File: config.mk
export PLATFORM = sky130hd
export DESIGN_NAME = vend_ctrl_multi
export DESIGN_NICKNAME = d
export VERILOG_FILES = /design/src/rtl/vmc_pkg.sv /design/src/rtl/vmc_rise_detect.sv /design/src/rtl/vend_ctrl_multi.sv
export SDC_FILE = /design/constraint.sdc
export NUM_CORES = 1
export LEC_CHECK = 0
export ABC_CLOCK_PERIOD_IN_PS = 3250
export CAP_MARGIN = 40
export CORE_MARGIN = 2
export CORE_UTILIZATION = 51
export DETAILED_ROUTE_END_ITERATION = 7
export PLACE_DENSITY_LB_ADDON = 0.05
export SLEW_MARGIN = 20
export SYNTH_ARGS = -nofsm -noshare
export SYNTH_HDL_FRONTEND = slang
export SYNTH_SLANG_ARGS = --single-unit
File: constraint.sdc
create_clock -name clk -period 3.25 [get_ports clk]
set_clock_uncertainty 0.05 [all_clocks]
set_input_delay 0.325 -clock clk [delete_from_list [all_inputs] [get_ports clk]]
set_output_delay 0.325 -clock clk [all_outputs]
set_load 0.01 [all_outputs]
File: src/rtl/vmc_pkg.sv
// Shared types, coin values and the price lookup used by the multi-product vending controller.
package vmc_pkg;

  typedef enum logic [1:0] {IDLE, CREDIT, VEND, CHANGE} vmc_state_e;

  localparam int NICKEL  = 1;
  localparam int DIME    = 2;
  localparam int QUARTER = 5;

  // Upper bounds for the lookup; callers zero-extend their narrower sel/price tables.
  localparam int MAX_PROD = 16;
  localparam int MAX_CW   = 8;

  function automatic logic [MAX_CW-1:0] price_of(input logic [MAX_PROD-1:0]        sel,
                                                 input logic [MAX_PROD*MAX_CW-1:0] prices,
                                                 input int                         cw);
    price_of = '0;
    if ($onehot(sel)) begin
      for (int i = 0; i < MAX_PROD; i++) begin
        if (sel[i]) begin
          for (int b = 0; b < MAX_CW; b++) begin
            if (b < cw) price_of[b] = prices[i*cw + b];
          end
        end
      end
    end
  endfunction

endpackage

File: src/rtl/vmc_rise_detect.sv
// Registered rising-edge detector for one synchronous coin input.
module vmc_rise_detect (
  input  logic clk,
  input  logic clr_n,
  input  logic in_i,
  output logic rise_o
);

  logic in_q;

  always_ff @(posedge clk or negedge clr_n) begin
    if (!clr_n) in_q <= 1'b0;
    else        in_q <= in_i;
  end

  assign rise_o = in_i & ~in_q;

endmodule

File: src/rtl/vend_ctrl_multi.sv
// Multi-product vending controller: nickel-unit credit, cancel refund, timed vend, coin-by-coin change.
// Define VMC_TIMEOUT_EN to refund idle credit after TIMEOUT_CYCLES cycles in CREDIT.
module vend_ctrl_multi
  import vmc_pkg::*;
#(
  parameter int                           NUM_PROD       = 4,
  parameter int                           CREDIT_W       = 4,
  parameter int                           MAX_CREDIT     = 7,
  parameter logic [NUM_PROD*CREDIT_W-1:0] PRICE_LIST     = {4'd6, 4'd5, 4'd4, 4'd3},
  parameter int                           VEND_CYCLES    = 4,
  parameter int                           TIMEOUT_CYCLES = 1000
) (
  input  logic                clk,
  input  logic                clr_n,
  input  logic                coin_nickel,
  input  logic                coin_dime,
  input  logic                coin_quarter,
  input  logic [NUM_PROD-1:0] sel,
  input  logic                cancel,
  output logic [CREDIT_W-1:0] credit,
  output logic [CREDIT_W-1:0] price_disp,
  output logic [NUM_PROD-1:0] vend,
  output logic                change_nickel,
  output logic                change_dime,
  output logic                coin_reject,
  output logic                busy
);

  localparam int VCW = $clog2(VEND_CYCLES) + 1;

  vmc_state_e          state_q;
  logic [CREDIT_W-1:0] credit_q;
  logic [NUM_PROD-1:0] vend_q;
  logic [VCW-1:0]      vcnt_q;
  logic                change_nickel_q, change_dime_q, coin_reject_q;

  // Bit 0 = nickel, 1 = dime, 2 = quarter
  logic [2:0] coin_in, coin_rise;
  assign coin_in = {coin_quarter, coin_dime, coin_nickel};

  generate
    for (genvar gi = 0; gi < 3; gi++) begin : g_rise
      vmc_rise_detect u_rise (
        .clk    (clk),
        .clr_n  (clr_n),
        .in_i   (coin_in[gi]),
        .rise_o (coin_rise[gi])
      );
    end
  endgenerate

  logic [CREDIT_W-1:0]           coin_val;
  logic [CREDIT_W:0]             coin_sum;
  logic                          coin_any, coin_multi, coin_fits, coin_accept;
  logic [MAX_PROD-1:0]           sel_ext;
  logic [MAX_PROD*MAX_CW-1:0]    prices_ext;
  logic [MAX_CW-1:0]             price_full;
  logic [MAX_CW-1:0]             credit_ext;
  logic                          sel_ok, timeout_hit;

  always_comb begin
    coin_val = '0;
    if (coin_rise[2])      coin_val = CREDIT_W'(QUARTER);
    else if (coin_rise[1]) coin_val = CREDIT_W'(DIME);
    else if (coin_rise[0]) coin_val = CREDIT_W'(NICKEL);
    coin_any    = |coin_rise;
    coin_multi  = $countones(coin_rise) > 1;
    coin_sum    = {1'b0, credit_q} + {1'b0, coin_val};
    coin_fits   = coin_sum <= (CREDIT_W+1)'(MAX_CREDIT);
    coin_accept = coin_any && coin_fits;

    sel_ext                               = '0;
    sel_ext[NUM_PROD-1:0]                 = sel;
    prices_ext                            = '0;
    prices_ext[NUM_PROD*CREDIT_W-1:0]     = PRICE_LIST;
    price_full                            = price_of(sel_ext, prices_ext, CREDIT_W);
    credit_ext                            = '0;
    credit_ext[CREDIT_W-1:0]              = credit_q;
    sel_ok = $onehot(sel) && (credit_ext >= price_full);
  end

  assign price_disp = price_full[CREDIT_W-1:0];

`ifdef VMC_TIMEOUT_EN
  localparam int TCW = $clog2(TIMEOUT_CYCLES) + 1;
  logic [TCW-1:0] tcnt_q;

  // Only accepted coins restart the idle window; rejected coins and ignored selections do not.
  always_ff @(posedge clk or negedge clr_n) begin
    if (!clr_n)                                 tcnt_q <= '0;
    else if (state_q != CREDIT || coin_accept)  tcnt_q <= '0;
    else if (!timeout_hit)                      tcnt_q <= tcnt_q + TCW'(1);
  end

  assign timeout_hit = (state_q == CREDIT) && (tcnt_q == TCW'(TIMEOUT_CYCLES - 1));
`else
  // No idle timeout in this build; TIMEOUT_CYCLES is kept so both builds share one interface.
  assign timeout_hit = 1'b0 & (TIMEOUT_CYCLES > 0);
`endif

  always_ff @(posedge clk or negedge clr_n) begin
    if (!clr_n) begin
      state_q         <= IDLE;
      credit_q        <= '0;
      vend_q          <= '0;
      vcnt_q          <= '0;
      change_nickel_q <= 1'b0;
      change_dime_q   <= 1'b0;
      coin_reject_q   <= 1'b0;
    end else begin
      change_nickel_q <= 1'b0;
      change_dime_q   <= 1'b0;
      coin_reject_q   <= 1'b0;
      case (state_q)
        IDLE: begin
          if (coin_any) begin
            coin_reject_q <= coin_multi || !coin_fits;
            if (coin_fits) begin
              credit_q <= coin_sum[CREDIT_W-1:0];
              state_q  <= CREDIT;
            end
          end
        end
        CREDIT: begin
          if (coin_any) begin
            coin_reject_q <= coin_multi || !coin_fits;
            if (coin_fits) credit_q <= coin_sum[CREDIT_W-1:0];
          end
          if (timeout_hit && !coin_accept) begin
            state_q <= CHANGE;
          end else if (!coin_any) begin
            if (cancel) begin
              state_q <= CHANGE;
            end else if (sel_ok) begin
              credit_q <= credit_q - price_disp;
              vend_q   <= sel;
              vcnt_q   <= '0;
              state_q  <= VEND;
            end
          end
        end
        VEND: begin
          coin_reject_q <= coin_any;
          if (vcnt_q == VCW'(VEND_CYCLES - 1)) begin
            vend_q  <= '0;
            state_q <= (credit_q != '0) ? CHANGE : IDLE;
          end else begin
            vcnt_q <= vcnt_q + VCW'(1);
          end
        end
        CHANGE: begin
          coin_reject_q <= coin_any;
          // Dimes first, a single nickel for an odd remainder, then one empty cycle back to IDLE.
          if (credit_q >= CREDIT_W'(2)) begin
            change_dime_q <= 1'b1;
            credit_q      <= credit_q - CREDIT_W'(2);
          end else if (credit_q == CREDIT_W'(1)) begin
            change_nickel_q <= 1'b1;
            credit_q        <= '0;
          end else begin
            state_q <= IDLE;
          end
        end
        default: state_q <= IDLE;
      endcase
    end
  end

  assign credit        = credit_q;
  assign vend          = vend_q;
  assign change_nickel = change_nickel_q;
  assign change_dime   = change_dime_q;
  assign coin_reject   = coin_reject_q;
  assign busy          = (state_q == VEND) || (state_q == CHANGE);

endmodule

==> run summary <==
============================================================================================
Areal power density over the cells                                               775 nW/um^2
Count of buffering cells on the critical path with inverters included                      4
Core area                                                                          2480 um^2
Violated checks                                                                 negative setup slack
Max-slew violation count                                                                   0
Iteration count of the initial detailed-routing pass                                       4
Logic pwr share                                                                        0.604
Port Buffer Count                                                                         24
Detailed-route vias per instance                                                        5.88
Max capacitance violation total                                                            0
Final worst slack                                                                    -316 ps
CTS Sinks                                                                                 19
Fraction of power consumed by the clock network                                        0.079
Layout fillers                                                                           168
Antenna-violating nets left                                                                0
Synthesized area per cell                                                          9.55 um^2
WL final                                                                             3.58 mm
Most instantiated library cell after synthesis                                  sky130_fd_sc_hd__dfrtp_1
All-Layer GR Usage                                                                     0.255
Detailed placer's ending HPWL                                                        2.47 mm
Sequential group share of total power                                                  0.317
Chip Height                                                                          55.2 um
Startpoint type of the worst setup path                                            input pin
Residual DRC count                                                                         0
First-pass GRT wire length                                                           6.27 mm
Number of hold buffers added after cts                                                     0
Cell type group with the largest total delay on the critical path                adder cells
WL per Instance                                                                      16.6 um
Internal power                                                                        867 uW
CP Data Arrival Time                                                                 3710 ps
Clock root buffer master                                                        sky130_fd_sc_hd__clkbuf_4
Die footprint                                                                      3050 um^2
Iteration-0 DRC Markers                                                                   34
Share of cells above drive strength 1                                                  0.323
Highest ir drop seen on vdd                                                           609 uV
Antenna violations before repair                                                           0
Number of setup violations in the final report                                            13
Number of global-route vias before repair                                               1326
Remaining Overflow, GRT                                                                    0
Placement row count                                                                       18
Buffer depth of the longest clock path                                                     2
Area share of the largest cell type after synthesis                                    0.355
Max H-tree Level                                                                           1
CP max stage cell                                                               sky130_fd_sc_hd__fa_1
Via count                                                                               1271
Clock transition at path regs                                                         110 ps
Dominant register cell in the synthesized netlist                               sky130_fd_sc_hd__dfrtp_1
Kind of end point of the critical path                                                  flop
Outcome                                                                         finished with violations
Critical path's largest stage delay                                                   530 ps
Biggest area consumer among synthesized cells                                   sky130_fd_sc_hd__dfrtp_1
FF+latch count, synth                                                                     19
Synth Cell Area                                                                    1340 um^2
Main combinational cell family by area after synthesis                          simple AND/OR/NAND/NOR gates
Adder-cell area share of the yosys netlist                                             0.167
Clock tree from TritonCTS                                                              built
Distinct cell type count of the synthesized netlist                                       45
Hold violation count in the final report                                                   0
Worst endpoint required time                                                         3390 ps
Synthesized netlist cell count                                                           140
Max-slew headroom at the worst pin                                                     0.669
Skew-Pair Late Insertion Delay                                                        300 ps
Setup slack after placement                                                         -1130 ps
Static leakage                                                                   0.000919 uW
Basic-gate share of the synthesized area counting and, or, nand and nor cells          0.207
Initial Utilization                                                                    0.540
Leading cell types by count after synthesis                                     19 x sky130_fd_sc_hd__dfrtp_1, 16 x sky130_fd_sc_hd__inv_1, 13 x sky130_fd_sc_hd__ha_1
Net switching power                                                                   663 uW
Synthesized-area fraction occupied by ao, oa, aoi and oai cells                        0.193
Routability Congestion                                                                 0.944
Post-Synth XOR/XNOR Area                                                              0.0131
Number of flops mapped to enable cells by yosys                                            0
Post-layout utilization of the core                                                    0.797
Count of boundary I/O pins                                                                26
Number of nets produced by synthesis                                                     166
Post-layout min period                                                               3570 ps
Placed cell areas                                                                  1800 um^2
Ys Warns                                                                                   0
Cell chain of the critical path                                                 buf_8 > inv_8 > fa_1 > inv_1 > ha_2 > ha_4 > or3b_4 > nor3_4 > ha_2 > inv_2 > fa_2 > a211oi_2 > a21oi_2 > nor4b_4 > a22o_1 > a221o_1
Post-synthesis async set-or-reset flop share                                            1.00
FMAX                                                                                 280 MHz
Critical path class                                                             input pin to flop
Part of the cycle the worst path needs                                                  1.10
Area growth from synthesis to layout                                                   47.6%
Net total in the final layout                                                            213
Pin count of the biggest net entering global routing                                      15
TritonCTS buffer count                                                                     3
Sw frac                                                                                0.433
Worst hold path class                                                           input pin to flop
Diode insertion count for antenna repair                                                   0
Die span in x                                                                        55.2 um
Critical Path Most Common Cell                                                  sky130_fd_sc_hd__ha_2
Leading post-synthesis cells by cell area                                       sky130_fd_sc_hd__dfrtp_1 36%, sky130_fd_sc_hd__ha_1 12%, sky130_fd_sc_hd__fa_1 4.5%, sky130_fd_sc_hd__inv_1 4.5%, sky130_fd_sc_hd__o21ai_0 4.1%
Part of the Yosys area used for sequential elements                                    0.355
Multiplexer area fraction after synthesis                                                  0
Tightest Pin Transition                                                               493 ps
Unrepaired setup endpoints after global routing                                          yes
Finished layout cell area                                                          1970 um^2
Maximum fanout count along the critical path                                               5
============================================================================================
[final cells by class]
| type | count | area [um^2] | share of cell area |
|---|---|---|---|
| Inverter | 16 | 67.6 | 0.0342 |
| Clock buffer | 3 | 22.5 | 0.0114 |
| Multi-Input combinational cell | 100 | 911 | 0.461 |
| Sequential cell | 19 | 475 | 0.241 |
| Tap cell | 30 | 37.5 | 0.0190 |
| Clock inverter | 1 | 5.00 | 0.00253 |
| Timing Repair Buffer | 47 | 455 | 0.231 |
[worst min-delay path, cell delays in order]
cell,delay [ps]
sky130_fd_sc_hd__buf_8,110
sky130_fd_sc_hd__inv_8,40
sky130_fd_sc_hd__o21ai_2,60
[stage by stage]
step	std cells	setup TNS (ps)	power, uW	hold slack, ps
floorplan	140	-2940	957	-20.6
global placement	202	-12800	1250	444
detailed placement	203	-14490	1280	450
CTS	214	-2650	1480	230
global route	216	-4430	1650	204
finish	216	-3270	1530	216
[cell usage in the layout, fill, tap and decap left out, drive strengths merged, types with 2 or more instances in the layout]
cell type / Yosys / layout
buf: 2 / 27
clkdlybuf4s50: 0 / 20
dfrtp: 19 / 19
inv: 16 / 16
ha: 13 / 13
o21ai: 12 / 12
nand3: 9 / 9
nor2: 7 / 7
a21oi: 6 / 6
nor2b: 5 / 5
nand2: 4 / 4
nor3: 4 / 4
nand2b: 3 / 3
o31ai: 3 / 3
clkbuf: 3 / 3
fa: 3 / 3
a21o: 2 / 2
o31a: 2 / 2
xor2: 2 / 2
a221o: 2 / 2
or3b: 2 / 2
[sequential cells by signal, indices dropped and copies added, names as in the netlist]
signal,flops
g_rise.u_rise.in_q,3
coin_reject,1
vend,4
credit,4
state_q,2
vcnt_q,3
change_dime,1
change_nickel,1
[routing by layer]
layer	wire, um	track usage	share of wire
met5	0	0	0
met4	90	0.0697	0.025
met3	192	0.0351	0.054
met2	1840	0.457	0.51
met1	1450	0.321	0.41
[logic make-up (layout without fill, tap and decap cells)]
kind of cell	count (synthesis)	after routing
and+or+nand+nor	44	44
AOI/OAI and AO/OA	37	37
buffers and inverters	21	67
DFF	19	19
adders and majority gates	16	16
xor gates and xnor gates	2	2
other	1	1
[power by group through the flow]
stage | Clock, uW | Combinational (uW) | Sequential [uW]
after detailed placement | 0 | 811 | 474
after CTS | 123 | 887 | 474
after global placement | 0 | 784 | 467
after floorplan | 0 | 507 | 450
after global routing | 134 | 1010 | 504
final | 120 | 924 | 485
[worst paths after layout]
kind,from,cells past startpoint,to,slack (ps)
worst max-delay path,sel[3],16,credit[1]$_DFFE_PN0P_,-320
worst min-delay path,sel[3],3,vend[3]$_DFFE_PN0P_,220
worst max register to register,credit[0]$_DFFE_PN0P_,10,credit[3]$_DFFE_PN0P_,680
worst min register to register,vcnt_q[0]$_DFFE_PN0P_,1,vcnt_q[0]$_DFFE_PN0P_,460
max in group asynchronous,clr_n,2,g_rise[0].u_rise.in_q$_DFF_PN0_,2530
min in group asynchronous,clr_n,1,credit[0]$_DFFE_PN0P_,230
[what timing repair did]
item                                    4_1_cts  5_1_grt
setup buffers                                 6        2
resized for setup                            26        5
endpoints found under the setup margin       16       13
cloned                                        1        0
pin swaps                                    15        3
No activity file was read; power rests on OpenSTA's default activity.
